File: config.mk
export PLATFORM = sky130hd
export DESIGN_NAME = md_bus_monitor
export DESIGN_NICKNAME = d
export VERILOG_FILES = /design/src/rtl/md_bus_monitor.sv
export SDC_FILE = /design/constraint.sdc
export NUM_CORES = 1
export LEC_CHECK = 0
export ABC_AREA = 1
export BUFFER_PORTS_ARGS = -buffer_cell sky130_fd_sc_hd__buf_2
export CAP_MARGIN = 10
export CORE_AREA = 4 4 92 94
export CTS_CLUSTER_DIAMETER = 200
export DETAILED_ROUTE_END_ITERATION = 8
export DIE_AREA = 0 0 96 98
export PLACE_DENSITY = 0.88
export RECOVER_POWER = 50
export SLEW_MARGIN = 20
export SYNTH_ARGS = -nofsm -noshare
export SYNTH_HDL_FRONTEND = slang
export SYNTH_HIERARCHICAL = 1
export SYNTH_SLANG_ARGS = --single-unit
File: constraint.sdc
create_clock -name clk -period 2.1 [get_ports clk]
set_clock_uncertainty 0.15 [all_clocks]
set_input_delay 0.21 -clock clk [delete_from_list [all_inputs] [get_ports clk]]
set_output_delay 0.21 -clock clk [all_outputs]
set_load 0.01 [all_outputs]
File: src/rtl/md_bus_monitor.sv
// MD bus monitor: synchronises the cartridge strobes, turns each /AS cycle into one rd/wr pulse
// and queues TIM-region writes. Define MDMON_TIM_FIFO_EN for a FIFO_DEPTH-deep TIM queue.

module md_sync_cell (
  input  logic clk,
  input  logic rst,
  input  logic d,
  output logic q
);
  logic meta;
  always_ff @(posedge clk or negedge rst)
    if (!rst) {q, meta} <= 2'b11;
    else      {q, meta} <= {meta, d};
endmodule

module md_bus_monitor #(
  parameter int SETTLE     = 3,
  parameter int FIFO_DEPTH = 8
) (
  input  logic        clk,
  input  logic        rst,
  input  logic        as,
  input  logic        oe,
  input  logic        we_lo,
  input  logic        we_hi,
  input  logic        ce_hi,
  input  logic        tim,
  input  logic [23:1] addr,
  input  logic [15:0] data,
  output logic        rd_req,
  output logic        wr_req,
  output logic [1:0]  wr_be,
  output logic [23:1] cyc_addr,
  output logic [15:0] cyc_data,
  output logic        cyc_rom,
  output logic        tim_valid,
  input  logic        tim_ready,
  output logic [6:0]  tim_addr,
  output logic [15:0] tim_data,
  output logic [1:0]  tim_be,
  output logic        tim_ovf,
  input  logic        tim_ovf_clr
);
  localparam logic [3:0] CNT_MAX = 4'(SETTLE - 1);
  localparam int NSYNC = 6;

  typedef enum logic [1:0] {IDLE, WAIT, HOLD} state_t;

  logic [NSYNC-1:0] raw, syn;
  assign raw = {tim, ce_hi, we_hi, we_lo, oe, as};

  for (genvar g = 0; g < NSYNC; g++) begin : g_sync
    md_sync_cell u_sync (.clk(clk), .rst(rst), .d(raw[g]), .q(syn[g]));
  end

  logic as_s, oe_s, we_lo_s, we_hi_s, ce_hi_s, tim_s;
  assign {tim_s, ce_hi_s, we_hi_s, we_lo_s, oe_s, as_s} = syn;

  state_t     state;
  logic [3:0] cnt, cnt_nxt;
  logic       as_prev, armed;
  logic [1:0] prime;
  logic       fall, do_rd, do_wr, cap, push, pop, full, empty, push_ok;
  logic [24:0] entry, head;

  // armed only once a post-reset pin sample of /AS has been seen high
  assign fall  = armed & as_prev & ~as_s;
  assign do_rd = ~oe_s;
  assign do_wr = ~we_lo_s | ~we_hi_s;

  always_comb begin
    cnt_nxt = 4'd0;
    if (state == WAIT) cnt_nxt = (cnt == CNT_MAX) ? cnt : cnt + 4'd1;
  end

  // decided one edge early so the registered pulse lands in the cycle the counter reaches SETTLE-1
  assign cap = ~as_s & (do_rd | do_wr) & (cnt_nxt == CNT_MAX) &
               (((state == IDLE) & fall) | (state == WAIT));

  assign entry   = {addr[7:1], data, ~we_hi_s, ~we_lo_s};
  assign push    = cap & do_wr & ~tim_s;
  assign pop     = tim_valid & tim_ready;
  assign push_ok = push & (~full | pop);

  always_ff @(posedge clk or negedge rst) begin
    if (!rst) begin
      state    <= IDLE;
      cnt      <= 4'd0;
      as_prev  <= 1'b1;
      armed    <= 1'b0;
      prime    <= 2'b00;
      rd_req   <= 1'b0;
      wr_req   <= 1'b0;
      wr_be    <= 2'b00;
      cyc_addr <= '0;
      cyc_data <= '0;
      cyc_rom  <= 1'b0;
    end else begin
      prime   <= {prime[0], 1'b1};
      as_prev <= as_s;
      if (prime[1] & as_s) armed <= 1'b1;
      rd_req <= 1'b0;
      wr_req <= 1'b0;
      case (state)
        IDLE: if (fall) begin
          cnt   <= 4'd0;
          state <= cap ? HOLD : WAIT;
        end
        WAIT: if (as_s) state <= IDLE;
              else begin
                cnt <= cnt_nxt;
                if (cap) state <= HOLD;
              end
        HOLD: if (as_s) state <= IDLE;
        default: state <= IDLE;
      endcase
      if (cap) begin
        cyc_addr <= addr;
        cyc_data <= data;
        cyc_rom  <= ~ce_hi_s;
        if (do_wr) begin
          wr_req <= 1'b1;
          wr_be  <= {~we_hi_s, ~we_lo_s};
        end else begin
          rd_req <= 1'b1;
        end
      end
    end
  end

`ifdef MDMON_TIM_FIFO_EN
  localparam int AW = $clog2(FIFO_DEPTH);
  localparam logic [AW:0] PONE = 1;
  logic [24:0] mem [FIFO_DEPTH];
  logic [AW:0] wp, rp;

  assign empty = (wp == rp);
  assign full  = (wp[AW] != rp[AW]) && (wp[AW-1:0] == rp[AW-1:0]);
  assign head  = mem[rp[AW-1:0]];

  always_ff @(posedge clk)
    if (push_ok) mem[wp[AW-1:0]] <= entry;

  always_ff @(posedge clk or negedge rst)
    if (!rst) begin
      wp <= '0;
      rp <= '0;
    end else begin
      if (push_ok) wp <= wp + PONE;
      if (pop)     rp <= rp + PONE;
    end
`else
  logic [24:0] hreg;
  logic        hv;
  logic        unused_depth;
  assign unused_depth = (FIFO_DEPTH > 0);

  assign empty = ~hv;
  assign full  = hv;
  assign head  = hreg;

  always_ff @(posedge clk or negedge rst)
    if (!rst) begin
      hreg <= '0;
      hv   <= 1'b0;
    end else if (push_ok) begin
      hreg <= entry;
      hv   <= 1'b1;
    end else if (pop) begin
      hv   <= 1'b0;
    end
`endif

  assign tim_valid = ~empty;
  assign {tim_addr, tim_data, tim_be} = tim_valid ? head : 25'd0;

  // an overflowing push beats a clear in the same cycle
  always_ff @(posedge clk or negedge rst)
    if (!rst) tim_ovf <= 1'b0;
    else      tim_ovf <= (push & full & ~pop) | (tim_ovf & ~tim_ovf_clr);
endmodule

== Word-level counts from Yosys, hierarchy flattened ==
Index checks and enable logic that the tools add are counted.

* Bits in registers: 93
* Input bits: 49
* Output and inout bits: 71

* Add/sub/neg operators: 1
* Eq/ne operators: 8
* Multiplexer cells: 18
* Bitwise logic cells: 28
* Reductions and logical operators: 6

{| class="wikitable"
|+ Operators with widths
! cell !! number
|-
| $mux W25 || 1
|-
| $mux W4 || 4
|-
| $and A1 B1 Y1 || 14
|-
| $mux W2 || 5
|-
| $not A1 Y1 || 9
|-
| $eq A4 B2 Y1 const B || 2
|-
| $pmux W4 S2 || 1
|-
| $mux W1 || 6
|-
| $pmux W2 S3 || 1
|-
| $reduce_and A3 Y1 || 2
|-
| $or A1 B1 Y1 || 5
|-
| $add A4 B1 Y4 const B || 1
|-
| $ne A2 B2 Y1 const B || 2
|-
| $reduce_bool A2 Y1 || 2
|-
| $ne A3 B2 Y1 const B || 1
|-
| $eq A2 B1 Y1 const B || 1
|-
| $eq A2 B2 Y1 const B || 1
|-
| $logic_not A2 Y1 || 1
|-
| $ne A2 B1 Y1 const B || 1
|-
| $reduce_and A2 Y1 || 1
|}

== Logic depth before layout (Yosys ltp) ==
* Depth after elaboration: 11
* Gate-level depth with buffers: 11
* Mapped depth without buffers: 10

== Hierarchy ==
Netlist, hierarchy kept.

{| class="wikitable"
|+ Modules (own cells, without submodules)
! module !! times used !! cells each !! area an instance (um^2) !! sequential area each (um^2)
|-
| md_bus_monitor || 1 || 421 || 3499.6 || 2028.2
|-
| md_sync_cell || 6 || 2 || 52.6 || 52.6
|}

== Least setup slack after synthesis ==
Ideal clock, no wire load.

* Path kind: reg-to-reg
* Start: register cnt[0]
* End: register hreg[15], in the netlist head[15]
* Setup time: 0.118 ns
* Arrival time: 1.606 ns
* Required time: 1.832 ns
* Slack: 0.227 ns
* Cell stages (with the launch flop): 12
* Buffers on the path: 1
* Clock period less this slack: 1.873 ns
* Cells stage by stage: dfrtp_1 inv_1 ha_1 inv_1 nand3_1 nor2_1 nand3_1 nor2_4 nand4_4 buf_6 nand2_1 nand2_1

* Cells in the longest elaborated chain, start to end: 9

{| class="wikitable"
|+ Ends and longest elaborated chain
! item !! RTL line !! text
|-
| from (decl) || 60 || <nowiki>logic [3:0] cnt, cnt_nxt;</nowiki>
|-
| from (signal assigned) || 111 || <nowiki>cnt <= cnt_nxt;</nowiki>
|-
| $add A4 B1 Y4 or $eq A4 B2 Y1 (tied branches) || 73 || <nowiki>if (state == WAIT) cnt_nxt = (cnt == CNT_MAX) ? cnt : cnt + 4'd1;</nowiki>
|-
| $mux W4 (*) (2 in series) || 73 ||
|-
| $eq A4 B2 Y1 (*) || 77 || <nowiki>assign cap = ~as_s & (do_rd | do_wr) & (cnt_nxt == CNT_MAX) &</nowiki>
|-
| $and A1 B1 Y1 (*) (2 in series) || 77 ||
|-
| $and A1 B1 Y1 (*) (2 in series) || 81 || <nowiki>assign push = cap & do_wr & ~tim_s;</nowiki>
|-
| $and A1 B1 Y1 (*) || 83 || <nowiki>assign push_ok = push & (~full | pop);</nowiki>
|-
| to (signal assigned) || 167 || <nowiki>hreg <= entry;</nowiki>
|-
| to (decl) || 153 || <nowiki>logic [24:0] hreg;</nowiki>
|}

Every way passes the cells marked *; elsewhere a longest branch is shown, timed or not.
A chain may end at the register's enable or synchronous reset.

== Worst setup path after layout ==
* Start: register cnt[1]
* End: register hreg[7], in the netlist head[7]

Same word-level chain as after synthesis.

==> results.toml <==
[sta]
fmax_mhz = 467
setup_viol = 5
slew_headroom = 0.507
rsz0062_at_grt = "true"
fin_crit_sh = 1.02
hold_violations = 0
fin_setup_tns_ns = -0.0896
tightest_slew_ns = 0.740
layout_setup_ws_ns = -0.0428
period_needed_ns = 2.14
timing.final.max_slew_violations = 0

[floorplanning]
row_count = 32
start_util = 0.499
dieArea_mm2 = 0.00941
io_pins = 120
die_width_um = 96
die_y_um = 98
coreArea_mm2 = 0.00765

[routing]
wl_um = 11900
vias = 3764
drtAntennaViolNets = 0
drc = 0
vias_per_cell = 5.20
wl_per_cell_um = 16.4
first_pass_iters = 8
drtIter0Drc = 304

[synthesis]
ys_seq_area_frac = 0.614
yosys_warnings = 6
synth_fp_nets = 484
ys_types = 21
ys_seq_elements = 93
synthCells = 433
synth_area_mm2 = 0.00381
syn_avg_cell_area_um2 = 8.81

[cells_and_area]
final-seq-area_mm2 = 0.00234
area_growth_pct = 44.9
fillCellCount = 514
antenna_cells = 0
multi_input_area_mm2 = 0.00139
design_area_mm2 = 0.00553
drive_above_1_share = 0.318
fin_nets = 668

[place]
routabilityCongestion = 0.857
placed_area_mm2 = 0.00455
portBuffers = 119
hpwl_um = 6650

[global_route]
grt_pass1_wl_um = 17400
grt_max_degree = 57
overflow = 0
grt_pass1_vias = 3674
antenna_found_initial = 0
grt_use_total = 0.237

[outcome]
outcome = "complete, but fails checks"
violations = "setup timing"

[cts]
path_clk_slew_ns = 0.10
clk_path_buf_depth = 2
worstSkewPairLatency_ns = 0.36
htree_num_levels = 3
numCtsBuffers = 9
cts.sinks = 93
tritoncts = "yes"
clockRootBuffer = "clkbuf_8"

[setup_path]
required_ns = 2.26
crit_type = "reg2reg"
cp-end-kind = "flip-flop"
crit_path_max_fanout = 6
rrSetupSlack_ns = -0.04
startpoint_type = "flip-flop"
cp.arrival_ns = 2.30

[pwr]
leakage_uw = 0.00307
peakVddDrop_mv = 0.564
powerDensity_mw_per_mm2 = 1150

[run]
drv_cap = 0

[min_path]
hp-class = "reg2reg"
-- final cells by class --
class / count / area share
Timing Repair Buffer: 187 / 0.233
Multi-Input combinational cell: 283 / 0.251
Clock buffer: 10 / 0.0249
Inverter: 43 / 0.0292
Tap cell: 102 / 0.0231
Clock inverter: 6 / 0.0156
Sequential cell: 93 / 0.424
-- cells by family after synthesis --
kind of cell | Yosys count | share of synthesized area
compound gates | 10 | 0.0144
fa+ha+maj | 2 | 0.00656
buf+inv | 60 | 0.0695
flops | 93 | 0.614
other cells | 1 | 0.000983
simple gates | 267 | 0.294
-- synthesized netlist by cell type --
cell | number | area, um^2
nor2_4 | 4 | 45.0
nand4_4 | 2 | 42.5
o31ai_1 | 1 | 7.51
o21ai_0 | 6 | 30.0
dfstp_2 | 13 | 342
nand4_1 | 2 | 12.5
nand3_2 | 1 | 10.0
clkbuf_1 | 5 | 18.8
conb_1 | 1 | 3.75
nand2_1 | 219 | 822
nand3_1 | 33 | 165
ha_1 | 2 | 25.0
inv_2 | 3 | 11.3
nor2_1 | 5 | 18.8
a21o_1 | 1 | 7.51
nor2_2 | 1 | 6.26
dfrtp_1 | 80 | 2000
buf_6 | 4 | 45.0
o21ai_1 | 2 | 10.0
inv_1 | 40 | 150
buf_2 | 8 | 40.0
-- path summary, 6_finish.rpt --
check	from	endpoint	cells after the start
max	cnt[1]	head[7]	12
min	prime[0]	prime[1]	0
max reg2reg	cnt[1]	head[7]	12
min reg2reg	prime[0]	prime[1]	0
max in group asynchronous	rst	wr_be[1]	3
min in group asynchronous	rst	head[10]	2
-- sequential cells by signal (all words and copies together) (netlist names), 2 cells and up --
| register | flops |
|---|---|
| cyc_data | 16 |
| head | 25 |
| wr_be | 2 |
| prime | 2 |
| cnt | 4 |
| cyc_addr | 23 |
| g_sync.u_sync/q | 6 |
| g_sync.u_sync/meta | 6 |
| state | 2 |
-- metal layers --
layer	routed length (um)	GRT usage
met2	5980	0.398
met3	1110	0.0493
met5	0	0
met4	595	0.129
met1	4170	0.279
-- cell usage in the layout, fill, tap and decap left out, types with 9 or more instances in the layout --
cell type        n
nand2_1        207
buf_2          106
dfrtp_1         80
dlygate4sd3_1   47
inv_1           37
nand3_1         23
clkbuf_1        13
nand2_2         12
dfstp_2         12
nand3_2         11
clkbuf_8        10
buf_4            9
-- worst max-delay path, cell delays in order, from the launching register on --
cell,delay (ns)
dfrtp_1,0.40
buf_4,0.17
ha_4,0.17
inv_2,0.06
nand2_2,0.05
nand2_2,0.10
nor2_4,0.05
nor2_4,0.14
nand4_4,0.12
nor2_4,0.30
clkbuf_16,0.21
nand3_2,0.08
nand2_1,0.09
-- power by group --
group / leakage, uW / internal, uW / switching (uW)
combinational: 0.00182 / 859 / 1220
sequential: 0.00113 / 2480 / 438
clock: 0.000112 / 701 / 639
total: 0.00307 / 4040 / 2300
-- repair_timing --
| action | CTS | global route |
|---|---|---|
| pin swaps | 0 | 19 |
| hold buffers | 47 | 0 |
| cloned | 1 | 5 |
| endpoints found under the setup margin | 25 | 65 |
| gates resized for setup | 1 | 37 |
| setup buffers | 0 | 8 |
| endpoints found under the hold margin | 149 | 0 |
-- through the flow --
step | hold slack, ns | std cells | util | setup WS, ns | total power (uW)
after global routing | 0.214 | 724 | 0.723 | -0.100 | 6760
after global placement | -0.0952 | 647 | 0.596 | 0.0668 | 4550
after detailed placement | -0.0915 | 647 | 0.596 | -0.0629 | 4670
final | 0.202 | 724 | 0.723 | -0.0428 | 6330
after CTS | 0.0776 | 711 | 0.689 | -0.0346 | 6050
after floorplan | -0.236 | 433 | - | 0.227 | 3850
Note: power is estimated with default switching activity, not from simulation.
